## config.mk

```make
export PLATFORM = sky130hd
export DESIGN_NAME = soc_mmio_bridge
export DESIGN_NICKNAME = d
export VERILOG_FILES = /design/src/rtl/soc_mmio_pkg.sv /design/src/rtl/sync_fifo.sv /design/src/rtl/soc_mmio_bridge.sv
export SDC_FILE = /design/constraint.sdc
export NUM_CORES = 1
export LEC_CHECK = 0
export ABC_AREA = 1
export BUFFER_PORTS_ARGS = -buffer_cell sky130_fd_sc_hd__buf_2
export CORE_ASPECT_RATIO = 2
export CORE_MARGIN = 2
export CORE_UTILIZATION = 61
export DETAILED_ROUTE_END_ITERATION = 10
export PLACE_DENSITY_LB_ADDON = 0.1
export SETUP_SLACK_MARGIN = 0.15
export SLEW_MARGIN = 20
export SYNTH_ARGS = -nofsm -noshare
export SYNTH_HDL_FRONTEND = slang
export SYNTH_SLANG_ARGS = --single-unit
```

## constraint.sdc

```tcl
create_clock -name clk -period 4.41 [get_ports clk]
set_clock_uncertainty 0.15 [all_clocks]
set_input_delay 0.441 -clock clk [delete_from_list [all_inputs] [get_ports clk]]
set_output_delay 0.441 -clock clk [all_outputs]
set_load 0.01 [all_outputs]
```

## src/rtl/soc_mmio_pkg.sv

```systemverilog
// Shared constants for the SoC data-side MMIO bridge: the register offsets
// inside the 256-byte window and the bit layout of the STATUS register.
package soc_mmio_pkg;

    localparam logic [7:0] OFF_TX       = 8'h00;
    localparam logic [7:0] OFF_STATUS   = 8'h04;
    localparam logic [7:0] OFF_CYCLE_LO = 8'h08;
    localparam logic [7:0] OFF_CYCLE_HI = 8'h0C;
    localparam logic [7:0] OFF_TOHOST   = 8'h10;

    localparam int STATUS_FULL_BIT  = 0;
    localparam int STATUS_EMPTY_BIT = 1;
    localparam int STATUS_COUNT_LSB = 8;

endpackage

```

## src/rtl/sync_fifo.sv

```systemverilog
// First-word-fall-through synchronous FIFO. Read/write pointers carry one
// extra wrap bit so that full and empty are told apart without a counter.
module sync_fifo #(
    parameter int WIDTH = 8,
    parameter int DEPTH = 16
) (
    input  logic                     clk,
    input  logic                     reset,
    input  logic                     push,
    input  logic                     pop,
    input  logic [WIDTH-1:0]         din,
    output logic [WIDTH-1:0]         dout,
    output logic                     full,
    output logic                     empty,
    output logic [$clog2(DEPTH):0]   count
);
    localparam int AW = $clog2(DEPTH);

    logic [WIDTH-1:0] mem_q [DEPTH];
    logic [AW:0]      wr_ptr_q, wr_ptr_d;
    logic [AW:0]      rd_ptr_q, rd_ptr_d;
    logic             do_push, do_pop;

    always_comb begin
        empty    = (wr_ptr_q == rd_ptr_q);
        full     = (wr_ptr_q[AW] != rd_ptr_q[AW]) && (wr_ptr_q[AW-1:0] == rd_ptr_q[AW-1:0]);
        count    = wr_ptr_q - rd_ptr_q;
        do_pop   = pop && !empty;
        // A full FIFO still takes a push when a pop frees the head slot on the same edge.
        do_push  = push && (!full || do_pop);
        wr_ptr_d = wr_ptr_q + (AW+1)'(do_push);
        rd_ptr_d = rd_ptr_q + (AW+1)'(do_pop);
        dout     = empty ? '0 : mem_q[rd_ptr_q[AW-1:0]];
    end

    always_ff @(posedge clk) begin
        if (reset) begin
            wr_ptr_q <= '0;
            rd_ptr_q <= '0;
        end else begin
            wr_ptr_q <= wr_ptr_d;
            rd_ptr_q <= rd_ptr_d;
            if (do_push) begin
                mem_q[wr_ptr_q[AW-1:0]] <= din;
            end
        end
    end

endmodule

```

## src/rtl/soc_mmio_bridge.sv

```systemverilog
// CPU data-port bridge: plain memory pass-through plus a 256-byte MMIO window
// holding a console TX FIFO, a 64-bit cycle counter and the tohost exit register.
module soc_mmio_bridge
    import soc_mmio_pkg::*;
#(
    parameter int              XLEN      = 32,
    parameter logic [XLEN-1:0] MMIO_BASE = 32'hFFFF_0000,
    parameter int              TX_DEPTH  = 16
) (
    input  logic              clk,
    input  logic              reset,
    input  logic [XLEN-1:0]   cpu_addr,
    input  logic [XLEN-1:0]   cpu_wdata,
    input  logic              cpu_we,
    input  logic              cpu_re,
    input  logic [XLEN/8-1:0] cpu_be,
    output logic [XLEN-1:0]   cpu_rdata,
    output logic              cpu_ready,
    output logic [XLEN-1:0]   mem_addr,
    output logic [XLEN-1:0]   mem_wdata,
    output logic [XLEN/8-1:0] mem_be,
    output logic              mem_we,
    input  logic [XLEN-1:0]   mem_rdata,
    output logic              con_valid,
    output logic [7:0]        con_data,
    input  logic              con_ready,
    output logic              halt,
    output logic [XLEN-1:0]   exit_code
);
    localparam int CW = $clog2(TX_DEPTH) + 1;

    logic            is_mmio, rd, tx_wr, tx_pop;
    logic [7:0]      offset;
    logic            tx_full, tx_empty;
    logic [CW-1:0]   tx_count;
    logic [XLEN-1:0] status;

    logic [63:0]     cycle_q, cycle_d;
    logic [31:0]     hi_snap_q, hi_snap_d;
    logic            halt_q, halt_d;
    logic [XLEN-1:0] exit_code_q, exit_code_d;

    always_comb begin
        is_mmio = (cpu_addr[XLEN-1:8] == MMIO_BASE[XLEN-1:8]);
        offset  = cpu_addr[7:0];
        // A strobe with both we and re set is a write.
        rd      = cpu_re && !cpu_we;
        tx_wr   = is_mmio && (offset == OFF_TX) && cpu_we && cpu_be[0] && !halt_q;
        tx_pop  = !tx_empty && con_ready;

        mem_addr  = cpu_addr;
        mem_wdata = cpu_wdata;
        mem_be    = cpu_be;
        mem_we    = !is_mmio && cpu_we && !halt_q;
        cpu_ready = !(tx_wr && tx_full && !tx_pop);

        status                               = '0;
        status[STATUS_FULL_BIT]              = tx_full;
        status[STATUS_EMPTY_BIT]             = tx_empty;
        status[STATUS_COUNT_LSB +: 8]        = 8'(tx_count);

        cpu_rdata = mem_rdata;
        if (is_mmio) begin
            case (offset)
                OFF_STATUS:   cpu_rdata = status;
                OFF_CYCLE_LO: cpu_rdata = XLEN'(cycle_q[31:0]);
                OFF_CYCLE_HI: cpu_rdata = XLEN'(hi_snap_q);
                OFF_TOHOST:   cpu_rdata = exit_code_q;
                default:      cpu_rdata = '0;
            endcase
        end

        cycle_d   = halt_q ? cycle_q : cycle_q + 64'd1;
        // The high half is frozen at the LO read so a LO/HI pair never tears across a carry.
        hi_snap_d = (is_mmio && rd && offset == OFF_CYCLE_LO) ? cycle_q[63:32] : hi_snap_q;

        halt_d      = halt_q;
        exit_code_d = exit_code_q;
        if (is_mmio && cpu_we && offset == OFF_TOHOST && !halt_q) begin
            halt_d      = 1'b1;
            exit_code_d = cpu_wdata;
        end
    end

    always_ff @(posedge clk) begin
        if (reset) begin
            cycle_q     <= '0;
            hi_snap_q   <= '0;
            halt_q      <= 1'b0;
            exit_code_q <= '0;
        end else begin
            cycle_q     <= cycle_d;
            hi_snap_q   <= hi_snap_d;
            halt_q      <= halt_d;
            exit_code_q <= exit_code_d;
        end
    end

    sync_fifo #(.WIDTH(8), .DEPTH(TX_DEPTH)) u_tx_fifo (
        .clk   (clk),
        .reset (reset),
        .push  (tx_wr),
        .pop   (tx_pop),
        .din   (cpu_wdata[7:0]),
        .dout  (con_data),
        .full  (tx_full),
        .empty (tx_empty),
        .count (tx_count)
    );

    assign con_valid = !tx_empty;
    assign halt      = halt_q;
    assign exit_code = exit_code_q;

endmodule

```

-- After elaboration in Yosys (flattened, before gate mapping)
Memories as Yosys holds them, arrays and structs flattened. A register that Yosys moved wholly into a read port is not among the register bits.
Cells that the tools add are included.
- $add $sub $neg: 4
- equal/unequal tests: 8
- multiplexer cells: 7
- reductions and logical operators: 27
- operators by type and width (cell ; number):
    $pmux 32 s4 ; 1
    $add 64x1->64 const B ; 1
    $mux 32 ; 1
    $eq 24x24->1 const B ; 1
    $logic_and 1x1->1 ; 18
    $eq 8x4->1 const B ; 2
    $add 5x1->5 ; 2
    $eq 8x3->1 const B ; 1
    $eq 8x5->1 const B ; 1
    $logic_not 8->1 ; 1
    $mux 8 ; 1
    $logic_not 1->1 ; 7
    $eq 5x5->1 ; 1
    $sub 5x5->5 ; 1
    $eq 4x4->1 ; 1
    $mux 4 ; 1
    $mux 1 ; 3
    $logic_or 1x1->1 ; 1
    $ne 1x1->1 ; 1
- flip-flop bits (word level): 139
- bits in writable memories: 128
- input port bits: 105
- output and inout port bits: 144
- word-level logic and storage cells: 53
- memories: 1
- memory list (name ; depth ; width ; rd ports ; clocked after memory_dff ; wr ports ; RTL line ; text):
    u_tx_fifo.mem_q ; 16 ; 8 ; 1 ; 1 ; 1 ; sync_fifo.sv:19 ; logic [WIDTH-1:0] mem_q [DEPTH];

-- Longest topological paths before layout
Gate-level depths: netlist (run 1).
- depth in word-level cells: 9
- gate-level depth with buffers: 13
- mapped depth without buffers: 12

-- By module
A second synthesis (run 1) with hierarchy kept.
- cell total of the unflattened synthesis: 1967
- area, all modules: 14159.8 µm²
- by module, submodules not included (module ; times used ; cells each ; area each (µm²) ; seq. area each (µm²)):
    soc_mmio_bridge ; 1 ; 1337 ; 7928.9 ; 2582.5
    sync_fifo ; 1 ; 630 ; 6231.0 ; 4043.9

-- Worst setup path after synthesis (run 1)
OpenSTA, ideal clock, no wires.
- path kind: flip-flop to flip-flop
- from: register u_tx_fifo.rd_ptr_q[1]
- to: memory u_tx_fifo.mem_q[0][0], enable pin
- library setup time: 0.370 ns
- arrival time: 2.100 ns
- data required time: 3.890 ns
- path slack: 1.790 ns
- cell stages (with the launch flop): 11
- path buffers: 1
- period minus slack after synthesis: 2.620 ns
- cell sequence: dfxtp_1 -> inv_1 -> clkbuf_1 -> ha_1 -> nand4_1 -> nor2_1 -> nand2_1 -> inv_1 -> nor3_4 -> nand3_2 -> nor2_1
- cells in the longest elaborated chain, start to end: 9
- elaborated cells between the ends (all ways): 12
- those cells by class: eq/ne: 2; mux: 3; reduce/logical: 7
- ends and longest elaborated chain (item ; RTL line ; text):
    start, declared ; sync_fifo.sv:21 ; logic [AW:0] rd_ptr_q, rd_ptr_d;
    start signal, assigned ; sync_fifo.sv:42 ; rd_ptr_q <= rd_ptr_d;
    $eq 5x5->1 ; sync_fifo.sv:25 ; empty = (wr_ptr_q == rd_ptr_q);
    $logic_not 1->1 ; sync_fifo.sv:28, soc_mmio_bridge.sv:49 ;
    $logic_and 1x1->1 ; soc_mmio_bridge.sv:49 ; tx_pop = !tx_empty && con_ready;
    $logic_and 1x1->1 ; sync_fifo.sv:28 ; do_pop = pop && !empty;
    $logic_or 1x1->1 * ; sync_fifo.sv:30 ; do_push = push && (!full || do_pop);
    $logic_and 1x1->1 * ; sync_fifo.sv:30 ;
    $mux 1 * ; sync_fifo.sv:43 ; if (do_push) begin
    $mux 1 * ; sync_fifo.sv:37 ; if (reset) begin
    $mux 1 (implied by the code) * ; sync_fifo.sv:44 ; mem_q[wr_ptr_q[AW-1:0]] <= din;
    end, declared ; sync_fifo.sv:19 ;
Every way passes the cells marked *; elsewhere a longest branch is shown, timed or not.

-- Worst setup path in the final report (run 1)
- from: register u_tx_fifo.rd_ptr_q[0]
- to: output port con_data[0]
- cells in the longest elaborated chain, start to end: 2
- ends and longest elaborated chain (item ; RTL line ; text):
    $eq 5x5->1 ; sync_fifo.sv:25 ;
    $mux 8 ; sync_fifo.sv:33 ; dout = empty ? '0 : mem_q[rd_ptr_q[AW-1:0]];
    end, declared ; soc_mmio_bridge.sv:25 ; output logic [7:0] con_data,
No other way between the ends.

==> impl_metrics.json, run 1 <==
{
  "numClockSinks": 267,
  "grt_overflow_total": 0,
  "grt_pass1_wl_mm": 66.6,
  "final_core_util_pct": 69.6,
  "setup_viol_count_final": 0,
  "synth_top_area_share_pct": 28.1,
  "start_kind": "flip-flop",
  "drt_iter0_drc": 936,
  "clk_latency_ns": 0.54,
  "reg2reg_to": "u_tx_fifo.mem_q[2][0]",
  "drv_cap": 0,
  "ys_ff_latch": 267,
  "coreArea_um2": 22100,
  "drtPass1Iterations": 7,
  "yosys_warnings": 0,
  "status": "finished, final reports clean",
  "synth_top_cell_by_area": "edfxtp_1",
  "synthTopCellsByCount": "455 x nand2_1, 372 x nor2_1, 141 x inv_1",
  "gr-usage-all-layers_pct": 38.1,
  "ir_worst_vdd_v": 0.000395,
  "wl_per_cell_um": 20.1,
  "synth.area.top_cells": "edfxtp_1 28%, dfxtp_1 20%, nand2_1 13%",
  "die_w_um": 110,
  "worstPathArrival_ns": 3.12,
  "area_delta_synth_final_pct": 12.3,
  "antenna_cells": 0,
  "synthArstFlopShare_pct": 0,
  "routed_wl_mm": 44.8,
  "start_util_pct": 61.9,
  "r2r_slack_ns": 0.90,
  "vias": 12600,
  "cts_setup_buffers": 0,
  "fmax_mhz": 270,
  "r2r_start": "u_tx_fifo.rd_ptr_q[2]",
  "cts_max_level": 1,
  "grt_max_degree": 53,
  "syn_nets": 1908,
  "end_kind": "output pin",
  "drive_gt1_share_pct": 16.9,
  "finalNetCount": 2051,
  "hold_violations": 0,
  "synth_edf_count": 128,
  "ys.flop_type": "dfxtp_1",
  "detail-route-antenna-nets": 0,
  "cts-root-buf": "clkbuf_16",
  "gp_congestion": 1.03,
  "post-dp-hpwl_mm": 34.1,
  "syn-cell-area_um2": 13700,
  "cts_tree": "done",
  "fin_tns_setup_ns": 0,
  "clkTransAtPathRegs_ns": 0.07,
  "numCtsBuffers": 24,
  "vias_per_cell": 5.64,
  "critPathKind": "flip-flop to output pin",
  "dieArea_um2": 23700,
  "cts_max_path_buffers": 3,
  "ctsHoldBuffers": 0,
  "synth_most_common_cell": "nand2_1",
  "drc": 0,
  "antenna_found_initial": 0,
  "rr_worst_depth": 9,
  "powerDensity_nw_per_um2": 333,
  "required_ns": 3.82,
  "syn_avg_cell_area_um2": 7.62,
  "ys_types": 41,
  "worst_slew_pin_slew_ns": 0.940,
  "rsz0062_at_grt": "false",
  "slew_headroom_pct": 37.3,
  "seqCellArea_um2": 6630,
  "cp-startpoint": "u_tx_fifo.rd_ptr_q[0]",
  "hold_class": "primary input to flip-flop",
  "cts_resized": 0,
  "fin_crit_sh_pct": 84.1,
  "ys_seq_area_share_pct": 48.5,
  "critPathMaxFanout": 33,
  "post-route-min-period_ns": 3.71,
  "portBuffers": 242,
  "final-max-slew-violation-count": 0,
  "syn_inst": 1793,
  "crit_end": "con_data[0]",
  "rows": 77,
  "grt_pass1_vias": 12100,
  "power_leakage_nw": 6.32,
  "fp.dieH_um": 216,
  "multiInputGateArea_um2": 5640,
  "io_pins": 249,
  "n_fill_cell": 1945
}
[worst min path at each step]
stage,startpoint,end,slack (ns),depth (start not counted)
finish,cpu_wdata[11],exit_code[11],0.09,5
global route,cpu_wdata[8],exit_code[8],0.12,5
CTS,cpu_wdata[8],exit_code[8],0.09,5
detailed placement,hi_snap_q[7],hi_snap_q[7],0.32,2
global placement,hi_snap_q[10],hi_snap_q[10],0.31,2
floorplan,cycle_q[39],cycle_q[39],0.30,1
[placed cells by master (no fill, tap or decap), types with 7 or more instances in the layout]
master / n
nand2_1: 454
nor2_1: 370
buf_2: 242
inv_1: 140
dfxtp_1: 138
edfxtp_1: 128
o21ai_0: 93
nand3_1: 64
nand4_1: 52
a21oi_1: 52
clkbuf_16: 25
xor2_1: 19
o21ai_1: 17
o22ai_1: 16
nor3_1: 14
buf_4: 13
nor2_2: 12
ha_1: 9
o221ai_1: 8
o211ai_1: 8
clkinv_1: 7
[kinds of logic (layout without fill, tap and decap cells)]
| family | Yosys count | count (layout) | synth area share, % |
|---|---|---|---|
| flip-flops | 267 | 267 | 48.5 |
| buffers and inverters | 290 | 451 | 10.3 |
| adder cells (fa/ha/maj) | 10 | 10 | 0.971 |
| AND/OR/NAND/NOR | 999 | 999 | 30.6 |
| XOR/XNOR | 25 | 25 | 1.60 |
| AO/OA/AOI/OAI | 202 | 202 | 8.01 |
[state kept, by name, indices dropped and copies added (netlist names)]
signal              cells
halt                    1
hi_snap_q              32
u_tx_fifo.rd_ptr_q      5
u_tx_fifo.wr_ptr_q      5
exit_code              32
cycle_q                64
u_tx_fifo.mem_q       128
[metrics by stage]
| stage | area (um2) | instances | setup WS, ns | total power, mW | hold slack [ns] |
|---|---|---|---|---|---|
| after floorplan | 13700 | 1793 | 1.79 | 2.79 | 0.296 |
| after global placement | 14500 | 2186 | 1.00 | 2.90 | 0.314 |
| after detailed placement | 14500 | 2186 | 0.950 | 2.90 | 0.323 |
| after CTS | 15300 | 2230 | 0.795 | 5.12 | 0.0944 |
| after global routing | 15300 | 2230 | 0.528 | 5.22 | 0.122 |
| final | 15300 | 2230 | 0.703 | 5.10 | 0.0945 |
[per-layer routing]
metal | routed length (um) | track usage (%) | vias up
met5 | 0 | 0 | -
met3 | 2500 | 5.41 | 185
met1 | 14700 | 37.9 | 5828
met4 | 4510 | 31.8 | 0
li1 | - | - | 6029
met2 | 23100 | 67.1 | 546
[power by group]
part	leakage [nW]	switching (mW)	internal (mW)
logic	3.65	0.166	0.0896
clock network	0.403	0.921	1.33
registers	2.27	0.00222	2.59
total	6.32	1.09	4.02
[area by class of cell]
class                           instances  area share, %
Sequential cell                       267           43.2
Timing Repair Buffer                  256           8.66
Inverter                              151           3.70
Clock inverter                         13           1.24
Tap cell                              276           2.25
Multi-Input combinational cell       1236           36.7
Clock buffer                           31           4.22
[worst max-delay path, stage by stage (launching register included)]
cell      delay [ns]
dfxtp_2         0.53
clkinv_1        0.68
buf_4           0.48
o21ai_0         0.34
o22ai_1         0.13
nand2_1         0.10
nand2_1         0.06
inv_1           0.05
a21oi_1         0.06
buf_2           0.15
(Power assumes the default switching activity.)
==> run 2: changes to the inputs <==
--- a/config.mk
+++ b/config.mk
@@ -9,7 +9,7 @@
 export BUFFER_PORTS_ARGS = -buffer_cell sky130_fd_sc_hd__buf_2
 export CORE_ASPECT_RATIO = 2
 export CORE_MARGIN = 2
-export CORE_UTILIZATION = 61
+export CORE_UTILIZATION = 56
 export DETAILED_ROUTE_END_ITERATION = 10
 export PLACE_DENSITY_LB_ADDON = 0.1
 export SETUP_SLACK_MARGIN = 0.15
==> constraint.sdc (replaced) <==
create_clock -name clk -period 3.9 [get_ports clk]
set_clock_uncertainty 0.15 [all_clocks]
set_input_delay 0.39 -clock clk [delete_from_list [all_inputs] [get_ports clk]]
set_output_delay 0.39 -clock clk [all_outputs]
set_load 0.01 [all_outputs]
==> run 2 against run 1 <==
Compared with the run above:
- first-iteration DRC count fell by 1.1%
- sequential power is 13% higher
- cell area is 0.28% higher
==> impl_metrics.json, run 2 (synthesis gave the netlist of run 1 again) <==
{
  "ir_worst_vdd_v": 0.000306,
  "drc": 0,
  "drive_gt1_share_pct": 17.5,
  "fp.dieH_um": 225,
  "fin_tns_setup_ns": 0,
  "worstPathArrival_ns": 3.10,
  "grt_max_degree": 65,
  "critPathMaxFanout": 48,
  "numCtsBuffers": 24,
  "rows": 80,
  "gr-usage-all-layers_pct": 34.1,
  "hold_violations": 0,
  "layout_common_cells": "455 x nand2_1, 370 x nor2_1, 242 x buf_2",
  "placedCellCount": 2207,
  "setup_viol_count_final": 0,
  "cts_setup_buffers": 0,
  "layout_setup_ws_ns": 0.256,
  "vias_per_cell": 5.57,
  "cts-root-buf": "clkbuf_16",
  "start_kind": "flip-flop",
  "seqPwrFrac_pct": 52.3,
  "post-dp-hpwl_mm": 33.9,
  "clkPwrFrac_pct": 42.7,
  "wl_per_cell_um": 19.8,
  "final_common_cell": "nand2_1",
  "antenna_cells": 0,
  "grt_pass1_vias": 12000,
  "numClockSinks": 267,
  "drtPass1Iterations": 6,
  "status": "finished, final reports clean",
  "clkTransAtPathRegs_ns": 0.07,
  "fmax_mhz": 274,
  "routed_wl_mm": 44.5,
  "final-max-slew-violation-count": 0,
  "grt_overflow_total": 0,
  "met2_length_mm": 23.2,
  "largest_reg_flops": 128,
  "detail-route-antenna-nets": 0,
  "dieArea_um2": 25700,
  "post-route-min-period_ns": 3.64,
  "hold_class": "primary input to flip-flop",
  "portBuffers": 242,
  "intPower_mw": 4.35,
  "gp_congestion": 1.01,
  "swShare_pct": 22.6,
  "cts_tree": "done",
  "drt_iter0_drc": 926,
  "rsz0062_at_grt": "false",
  "coreArea_um2": 23900,
  "required_ns": 3.36,
  "worst_slew_pin_slew_ns": 0.731,
  "critPathKind": "flip-flop to output pin",
  "finalNetCount": 2061,
  "area_delta_synth_final_pct": 12.7,
  "cts_max_level": 1,
  "final_core_util_pct": 64.3,
  "post-place-ws_ns": 0.686,
  "cts_max_path_buffers": 3,
  "stdcell_count": 2251,
  "start_util_pct": 57.1,
  "drt-met1-wl_mm": 14.8,
  "switchingPower_mw": 1.27,
  "met3_length_mm": 2.42,
  "fin_crit_sh_pct": 93.4,
  "antenna_found_initial": 0,
  "slew_headroom_pct": 51.2,
  "powerDensity_nw_per_um2": 365,
  "vias": 12500,
  "total_power_mw": 5.62,
  "die_w_um": 114,
  "io_pins": 249,
  "power_frac_comb_pct": 5.0,
  "grt_pass1_wl_mm": 65.5,
  "clk_latency_ns": 0.55,
  "power_leakage_nw": 6.36,
  "top_layer_used": "met4",
  "drv_cap": 0,
  "end_kind": "output pin"
}
==> run 2: cell count changes in the layout (fill, tap and decap cells not counted), sizes merged <==
cell | previous run | this run
clkinv | 10 | 14
buf | 256 | 266
bufinv | 5 | 1
==> run 2: worst max-delay path, cell delays in order, from the launching register on <==
cell and delay (ns):
dfxtp_2 0.74, clkinvlp_4 0.45, buf_4 0.36, nor2_1 0.46
o221ai_1 0.22, nand3_1 0.10, a21oi_1 0.06, buf_2 0.14
==> run 2: area by class of cell <==
class / count / area [um2]
fill: 2155 / 8530
sequential: 267 / 6630
multi-input combinational: 1236 / 5630
timing repair buffer: 266 / 1400
clock buffer: 31 / 679
inverter: 151 / 572
tap: 287 / 359
clock inverter: 13 / 116
==> run 2: layer usage <==
layer	track usage (%)	vias up
met1	33.7	5753
met3	3.72	177
met2	62.5	562
met5	0	-
li1	-	6041
met4	27.2	0
==> run 2: power by group through the flow <==
stage                     Clock [mW]  Sequential, mW  Combinational [mW]
after floorplan                    0            3.00               0.161
after global placement             0            3.00               0.277
after detailed placement           0            3.00               0.280
after CTS                       2.43            2.94               0.281
after global routing            2.52            2.93               0.305
final                           2.40            2.94               0.282
==> run 2: final timing paths <==
path | start | end | slack (ns) | depth (start not counted)
worst max register to register | u_tx_fifo.rd_ptr_q[2] | u_tx_fifo.mem_q[11][3] | 0.63 | 9
worst max-delay path | u_tx_fifo.rd_ptr_q[0] | con_data[5] | 0.26 | 7
worst min-delay path | cpu_wdata[27] | exit_code[27] | 0.04 | 5
worst min register to register | hi_snap_q[0] | hi_snap_q[0] | 0.33 | 2
==> run 2: what timing repair did <==
action,CTS,global route
hold buffers,0,0
gates resized for setup,0,1
endpoints found under the setup margin,0,2
==> run 2: stage by stage <==
| stage | hold slack [ns] | cell area (um2) |
|---|---|---|
| 6_report | 0.0388 | 15400 |
| 5_1_grt | 0.0745 | 15400 |
| 4_1_cts | 0.0335 | 15400 |
| 3_5_place_dp | 0.323 | 14600 |
| 3_3_place_gp | 0.315 | 14600 |
| 2_1_floorplan | 0.296 | 13700 |
